`src/rtl/irrigation_pkg.sv`:
```
`default_nettype none
// +----------------------------------------------------------------------+
// | irrigation_pkg                                                       |
// | Shared type codes, phase encodings and defaults for the sequencer.   |
// | Revision: 1.0                                                        |
// +----------------------------------------------------------------------+
package irrigation_pkg;

  localparam logic [1:0] TYPE_NONE = 2'b00;
  localparam logic [1:0] TYPE_ASP  = 2'b01;
  localparam logic [1:0] TYPE_GOT  = 2'b10;
  localparam logic [1:0] TYPE_MIX  = 2'b11;

  localparam int ASP_SECONDS_DEFAULT  = 22;
  localparam int SETTLE_TICKS_DEFAULT = 2;

  typedef enum logic [2:0] {
    PH_IDLE    = 3'b000,
    PH_SETTLE  = 3'b001,
    PH_ASP     = 3'b010,
    PH_MIX_ASP = 3'b011,
    PH_MIX_GOT = 3'b100,
    PH_GOT     = 3'b101,
    PH_FAULT   = 3'b110
  } phase_e;

  // First valve-open phase reached once settling completes for a target.
  function automatic phase_e run_phase(input logic [1:0] target);
    case (target)
      TYPE_MIX: return PH_MIX_ASP;
      TYPE_GOT: return PH_GOT;
      default:  return PH_ASP;
    endcase
  endfunction

endpackage
`default_nettype wire

```
`src/rtl/irrigation_tick_counter.sv`:
```
`default_nettype none
// +----------------------------------------------------------------------+
// | irrigation_tick_counter                                              |
// | Saturating tick counter with clear and match against a run-time limit.|
// | Revision: 1.0                                                        |
// +----------------------------------------------------------------------+
module irrigation_tick_counter
  import irrigation_pkg::*;
#(
  parameter int CNT_W = 5
) (
  input  logic             clk,
  input  logic             rst_n,
  input  logic             clear,
  input  logic             tick_en,
  input  logic [CNT_W-1:0] limit,
  output logic [CNT_W-1:0] count,
  output logic             match
);

  localparam logic [CNT_W-1:0] c_all_ones = {CNT_W{1'b1}};

  always_ff @(posedge clk or negedge rst_n) begin
    if (!rst_n) begin
      count <= '0;
    end else if (clear) begin
      count <= '0;
    end else if (tick_en && (count != c_all_ones)) begin
      count <= count + CNT_W'(1);
    end
  end

  assign match = (count == limit);

endmodule
`default_nettype wire

```
`src/rtl/irrigation_valve_sequencer.sv`:
```
`default_nettype none
// +----------------------------------------------------------------------+
// | irrigation_valve_sequencer                                           |
// | Drives valves/pump from the irrigation type with settling gaps and   |
// | low-water fault. IRRIG_FAULT_LATCH_EN makes FAULT sticky until reset.|
// | Revision: 1.0                                                        |
// +----------------------------------------------------------------------+
module irrigation_valve_sequencer
  import irrigation_pkg::*;
#(
  parameter int ASP_SECONDS  = ASP_SECONDS_DEFAULT,
  parameter int SETTLE_TICKS = SETTLE_TICKS_DEFAULT,
  parameter int CNT_W        = 5
) (
  input  logic             clk,
  input  logic             rst_n,
  input  logic [1:0]       type_of_irrigation_state,
  input  logic             tick,
  input  logic             level_low,
  output logic             valve_asp,
  output logic             valve_got,
  output logic             pump_on,
  output logic             fault,
  output logic [2:0]       phase,
  output logic [CNT_W-1:0] elapsed
);

  localparam logic [CNT_W-1:0] c_settle_lim = CNT_W'(SETTLE_TICKS - 1);
  localparam logic [CNT_W-1:0] c_asp_lim    = CNT_W'(ASP_SECONDS - 1);

  phase_e           r_state;
  phase_e           w_next;
  logic [1:0]       r_target;
  logic [1:0]       w_next_target;
  logic             w_cnt_clear;
  logic             w_cnt_inc;
  logic             w_cnt_match;
  logic [CNT_W-1:0] w_cnt;
  logic [CNT_W-1:0] w_limit;
  logic             w_next_asp;
  logic             w_next_got;

  assign w_limit = (r_state == PH_SETTLE) ? c_settle_lim : c_asp_lim;

  irrigation_tick_counter #(
    .CNT_W (CNT_W)
  ) u_tick_counter (
    .clk     (clk),
    .rst_n   (rst_n),
    .clear   (w_cnt_clear),
    .tick_en (w_cnt_inc),
    .limit   (w_limit),
    .count   (w_cnt),
    .match   (w_cnt_match)
  );

  always_comb begin
    w_next        = r_state;
    w_next_target = r_target;
    w_cnt_clear   = 1'b0;
    w_cnt_inc     = 1'b0;
    case (r_state)
      PH_IDLE: begin
        if (type_of_irrigation_state != TYPE_NONE) begin
          w_next        = PH_SETTLE;
          w_next_target = type_of_irrigation_state;
          w_cnt_clear   = 1'b1;
        end
      end
      PH_FAULT: begin
`ifdef IRRIG_FAULT_LATCH_EN
        w_next = PH_FAULT;
`else
        if (!level_low && (type_of_irrigation_state == TYPE_NONE)) begin
          w_next = PH_IDLE;
        end
`endif
      end
      default: begin
        if (level_low) begin
          w_next      = PH_FAULT;
          w_cnt_clear = 1'b1;
        end else if (type_of_irrigation_state == TYPE_NONE) begin
          w_next      = PH_IDLE;
          w_cnt_clear = 1'b1;
        end else if (type_of_irrigation_state != r_target) begin
          // Keep the open valve when the new type needs that same valve next.
          w_next_target = type_of_irrigation_state;
          w_cnt_clear   = 1'b1;
          if ((r_state == PH_MIX_GOT) && (type_of_irrigation_state == TYPE_GOT)) begin
            w_next = PH_GOT;
          end else if ((r_state == PH_ASP) && (type_of_irrigation_state == TYPE_MIX)) begin
            w_next = PH_MIX_ASP;
          end else begin
            w_next = PH_SETTLE;
          end
        end else if (tick && ((r_state == PH_SETTLE) || (r_state == PH_MIX_ASP))) begin
          if (w_cnt_match) begin
            w_cnt_clear = 1'b1;
            w_next      = (r_state == PH_SETTLE) ? run_phase(r_target) : PH_MIX_GOT;
          end else begin
            w_cnt_inc = 1'b1;
          end
        end
      end
    endcase
  end

  assign w_next_asp = (w_next == PH_ASP) || (w_next == PH_MIX_ASP);
  assign w_next_got = (w_next == PH_MIX_GOT) || (w_next == PH_GOT);

  always_ff @(posedge clk or negedge rst_n) begin
    if (!rst_n) begin
      r_state   <= PH_IDLE;
      r_target  <= TYPE_NONE;
      valve_asp <= 1'b0;
      valve_got <= 1'b0;
      pump_on   <= 1'b0;
      fault     <= 1'b0;
    end else begin
      r_state   <= w_next;
      r_target  <= w_next_target;
      valve_asp <= w_next_asp;
      valve_got <= w_next_got;
      pump_on   <= w_next_asp | w_next_got;
      fault     <= (w_next == PH_FAULT);
    end
  end

  assign phase   = r_state;
  assign elapsed = w_cnt;

endmodule
`default_nettype wire

```
`config.mk`:
```
export PLATFORM = sky130hd
export DESIGN_NAME = irrigation_valve_sequencer
export DESIGN_NICKNAME = d
export VERILOG_FILES = /design/src/rtl/irrigation_pkg.sv /design/src/rtl/irrigation_tick_counter.sv /design/src/rtl/irrigation_valve_sequencer.sv
export SDC_FILE = /design/constraint.sdc
export NUM_CORES = 1
export LEC_CHECK = 0
export CAP_MARGIN = 10
export CORE_UTILIZATION = 45
export CTS_CLUSTER_SIZE = 30
export DETAILED_ROUTE_END_ITERATION = 16
export PLACE_DENSITY = 0.71
export SLEW_MARGIN = 25
export SYNTH_ARGS = -nofsm -noshare
export SYNTH_HDL_FRONTEND = slang
export SYNTH_SLANG_ARGS = --single-unit
```
`constraint.sdc`:
```
create_clock -name clk -period 2.16 [get_ports clk]
set_input_delay 0.432 -clock clk [delete_from_list [all_inputs] [get_ports clk]]
set_output_delay 0.432 -clock clk [all_outputs]
set_load 0.02 [all_outputs]
```
* After elaboration in Yosys (flattened, before gate mapping)
Cells that the tools add are included.
Storage, ports and cells: bits in registers 14, bits of input ports 6, output and inout bits 12, word-level logic and storage cells 79
Cells by class: $add $sub $neg 1, equality and inequality tests 20, multiplexer cells 33, bitwise gates (word level) 2, reductions and logical operators 16
Operator list (count):
- 3-bit two-way mux | 9
- 3-bit == test (second input constant) | 5
- 5-bit two-way mux | 3
- 3-bit by 2-bit == test with 1-bit output (second input constant) | 4
- 1-bit two-way mux | 12
- 3-bit one-hot mux with 2 select lines | 2
- 2-bit two-way mux | 5
- 2-bit == test (second input constant) | 4
- 2-bit nonzero test | 3
- 5-bit by 1-bit adder with 5-bit output (second input constant) | 1
- 5-bit == test | 1
- 1-bit logical AND | 5
- 5-bit inequality test (second input constant) | 1
- 5-bit AND reduction | 1
- 2-bit by 1-bit inequality test with 1-bit output (second input constant) | 2
- 2-bit one-hot mux with 2 select lines | 1
- 3-bit by 1-bit == test with 1-bit output (second input constant) | 1
- 3-bit zero test | 1
- 1-bit logical OR | 3
- 2-bit zero test | 1
- 2-bit inequality test | 1
- 2-bit inequality test (second input constant) | 1
- 1-bit one-hot mux with 2 select lines | 1
- 2-bit OR reduction | 1
- 3 further kinds | 3

* Longest topological paths before layout
depth after elaboration 12, depth in mapped cells 8, depth with buffers taken out 8

* Cells and area by module
Synthesis repeated with hierarchy kept, for this count alone.
Second synthesis, totals: cells, all modules 102, area, all modules 974.7 µm²
Modules (own cells, without submodules):
- irrigation_valve_sequencer | times used 1, cells an instance 73, area an instance 663.1 µm², sequential area each 225.2 µm²
- irrigation_tick_counter | times used 1, cells an instance 29, area an instance 311.5 µm², sequential area each 125.1 µm²

* Worst setup path before layout
No wires, ideal clock.
path type register to register, from register u_tick_counter.count[1], to register u_tick_counter.count[3], library setup time 0.133 ns, arrival 1.849 ns, data required time 2.027 ns, setup slack 0.179 ns, stages on the path, launching flop included 9, buffers on the path 0, period minus slack after synthesis 1.981 ns, cell sequence dfrtp_1 > inv_1 > ha_1 > and4b_1 > mux2i_2 > nor4b_4 > nand4_1 > xor2_1 > nor2_1
Between the ends: longest elaborated chain between the ends 9, elaborated cells between the ends (all ways) 19, classes of those cells add/sub: 1; eq/ne: 2; mux: 14; reduce/logical: 2
RTL lines:
- start: declaration | line irrigation_tick_counter.sv:17 | output logic [CNT_W-1:0] count,
- start signal: assignment | line irrigation_tick_counter.sv:29 | count <= count + CNT_W'(1);
- 5-bit == test | line irrigation_tick_counter.sv:33 | assign match = (count == limit);
- 1-bit two-way mux | line irrigation_valve_sequencer.sv:98 | if (w_cnt_match) begin
- 1-bit two-way mux | line irrigation_valve_sequencer.sv:97 | end else if (tick && ((r_state == PH_SETTLE) || (r_state == PH_MIX_ASP))) begin
- 1-bit two-way mux | line irrigation_valve_sequencer.sv:86 | end else if (type_of_irrigation_state != r_target) begin
- 1-bit two-way mux | line irrigation_valve_sequencer.sv:83 | end else if (type_of_irrigation_state == TYPE_NONE) begin
- 1-bit two-way mux | line irrigation_valve_sequencer.sv:80 | if (level_low) begin
- 1-bit two-way mux | line irrigation_valve_sequencer.sv:62 | case (r_state)
- 1-bit logical AND | line irrigation_tick_counter.sv:28 | end else if (tick_en && (count != c_all_ones)) begin
- 2-bit nonzero test (no line)
Parallel ways exist; a longest one is shown, timed or not. The select of a mux whose other input is x is not followed. A chain may end at the register's enable or synchronous reset.

* Worst setup path after layout
from register u_tick_counter.count[0], to register u_tick_counter.count[1]
Same word-level chain as after synthesis.

==> results.yml <==
synth:
  synth_seq_cells: 14
  yosys_most_used_dff: "dfrtp_1"
  synthCells: 91
  avgSynthCellArea_um2: 10.4
  ys_top_cells_by_count: "14 x dfrtp_1, 10 x nor2_1, 5 x nand2_1, 4 x a21oi_1, 4 x buf_2"
  ys_types: 43
  synth_fp_nets: 100
  yosys.area_share.simple: 0.260
  yosysWarnings: 0
  synth_most_common_cell: "dfrtp_1"
  ys_seq_area_frac: 0.371
  synth_compound_area_frac: 0.146
  yosys.area.top_type_share: 0.371
  synthXorXnorAreaFrac: 0.0808
  synth.largest_area_cell: "dfrtp_1"
  synth_edf_count: 0
  yosys-top-cells-area: "dfrtp_1 37%, ha_1 4.0%, nor2_1 4.0%"
  synth_top_family_by_area: "simple AND/OR/NAND/NOR gates"
  async_reset_ff_frac: 1.00
  yosys-mux-area-fraction: 0.0702
  syn-cell-area_um2: 945
  synth_fa_ha_area_frac: 0.0397
power:
  vdd_drop_max_uv: 945
  leakage_nw: 0.561
  power_mw: 1.58
  power.density_nw_per_um2: 1210
sta:
  setup_viol: 0
  slew_headroom: 0.585
  finalWorstSetupSlack_ns: 0.0998
  period_needed_ns: 2.06
  skew_ns: 0.00828
  tightest_slew_ns: 0.621
  post-route-period-util: 0.954
  whs_ns: 0.535
  drv_slew: 0
  finalHoldViolCount: 0
  fmax_mhz: 485
routing:
  viasPerCell: 5.31
  ant_nets: 0
  wire_per_inst_um: 14.0
  initialDrtViolationCount: 12
  drt_pass1_iterations: 4
  drc: 0
  via_count: 807
  wl_um: 2120
worst_setup_path:
  critPathMaxFanout: 5
  cp-end-kind: "flop"
  cp.arrival_ns: 2.27
  critPathLaunchType: "flop"
  reg2reg_depth: 7
  r2r_setup_slack_ns: 0.1
  criticalPathCategory: "reg2reg"
  critPathRequiredTime_ns: 2.37
global_route:
  grt_usage: 0.218
  grt-ovfl-total: 0
  grt_max_degree: 15
  grt_pass1_vias: 756
  antenna_found_initial: 0
  grt_pass1_wl_um: 3330
floorplanning:
  core_area_um2: 1960
  rows: 16
  initial_utilization: 0.482
  boundaryPins: 18
  die_area_um2: 2290
  chipWidth_um: 47.8
  fp.dieH_um: 47.8
cts:
  cts_sinks: 14
  postCtsHoldBufs: 0
  htree_num_levels: 1
  clk_path_buf_depth: 2
  numCtsBuffers: 3
  root_buffer: "clkbuf_4"
  clock_latency_ns: 0.28
  path_clk_slew_ns: 0.09
  cts_tree: "done"
placement:
  routabilityCongestion: 0.892
  dp_slack_ns: -0.120
  place_inst: 146
  place_hpwl_um: 1660
  port_buffers: 17
cells_and_area:
  drive_gt1_frac: 0.264
  synthToLayoutAreaGrowth_pct: 38.1
  antenna_cells: 0
  fin_nets: 135
  fin_cells: 152
  utilization: 0.665
flow_run:
  max-cap-violations: 0
min_path:
  hold_class: "in2async"
status:
  status: "complete, no violations"
==> worst max-delay path, cell delays in order, from the launching register on <==
cell and delay, ns:
dfrtp_1 0.45, ha_1 0.26, and4b_1 0.20, mux2i_2 0.26
nor4b_4 0.32, buf_4 0.18, mux2i_1 0.18, nor2b_1 0.15
==> registers in the layout, indices dropped and copies added (netlist names) <==
signal / flops
u_tick_counter.count: 5
r_target: 2
fault: 1
phase: 3
pump_on: 1
valve_got: 1
valve_asp: 1
==> power by group <==
part | switching, mW | internal [mW] | leakage, nW | total [mW]
Sequential | 0.0723 | 0.344 | 0.181 | 0.417
Combinational | 0.487 | 0.495 | 0.359 | 0.981
Clock | 0.0812 | 0.102 | 0.0210 | 0.184
Total | 0.640 | 0.942 | 0.561 | 1.58
==> path summary, 6_finish.rpt <==
kind | from | to
max in group asynchronous | rst_n | phase[2]$_DFF_PN0_
max reg2reg | u_tick_counter.count[0]$_DFFE_PN0P_ | u_tick_counter.count[1]$_DFFE_PN0P_
min reg2reg | r_target[0]$_DFFE_PN0P_ | r_target[0]$_DFFE_PN0P_
max | u_tick_counter.count[0]$_DFFE_PN0P_ | u_tick_counter.count[1]$_DFFE_PN0P_
min in group clk | r_target[0]$_DFFE_PN0P_ | r_target[0]$_DFFE_PN0P_
min | rst_n | u_tick_counter.count[2]$_DFFE_PN0P_
==> layout make-up <==
class / count / area [um2]
Sequential cell: 14 / 350
Tap cell: 27 / 33.8
Fill cell: 176 / 657
Multi-Input combinational cell: 70 / 572
Inverter: 2 / 7.51
Timing Repair Buffer: 35 / 305
Clock buffer: 4 / 36.3
==> placed cells by master, fill, tap and decap left out, drive strengths merged, types with 3 or more instances in the layout <==
cell type and n:
a21oi 4, buf 18, clkbuf 4, clkdlybuf4s50 17, dfrtp 14, ha 3, mux2i 4, nand2 5
nor2 11, nor2b 3, xnor2 4, xor2 3
==> cells by family (layout without fill, tap and decap cells) <==
logic type      Yosys count  count (layout)
compound gates           18              18
xor+xnor                  7               7
fa+ha+maj                 3               3
buf+inv                   7              41
flops                    14              14
mux                       6               6
simple gates             36              36
==> per-layer routing <==
layer / track usage / routed length [um]
met5: 0 / 0
met4: 0.117 / 37
met3: 0.0604 / 97
met2: 0.308 / 1000
met1: 0.303 / 983
==> repair_timing <==
| action | CTS | global route |
|---|---|---|
| buffers inserted | 0 | 2 |
| setup endpoints to repair | 0 | 2 |
| gates resized for setup | 0 | 1 |
==> metrics by stage <==
stage | area [um2] | setup TNS, ns
final | 1310 | 0
after global routing | 1310 | -0.0188
after CTS | 1280 | 0
after detailed placement | 1240 | -0.712
after global placement | 1240 | -0.334
after floorplan | 945 | 0
Power figures use the tool's default switching activity.
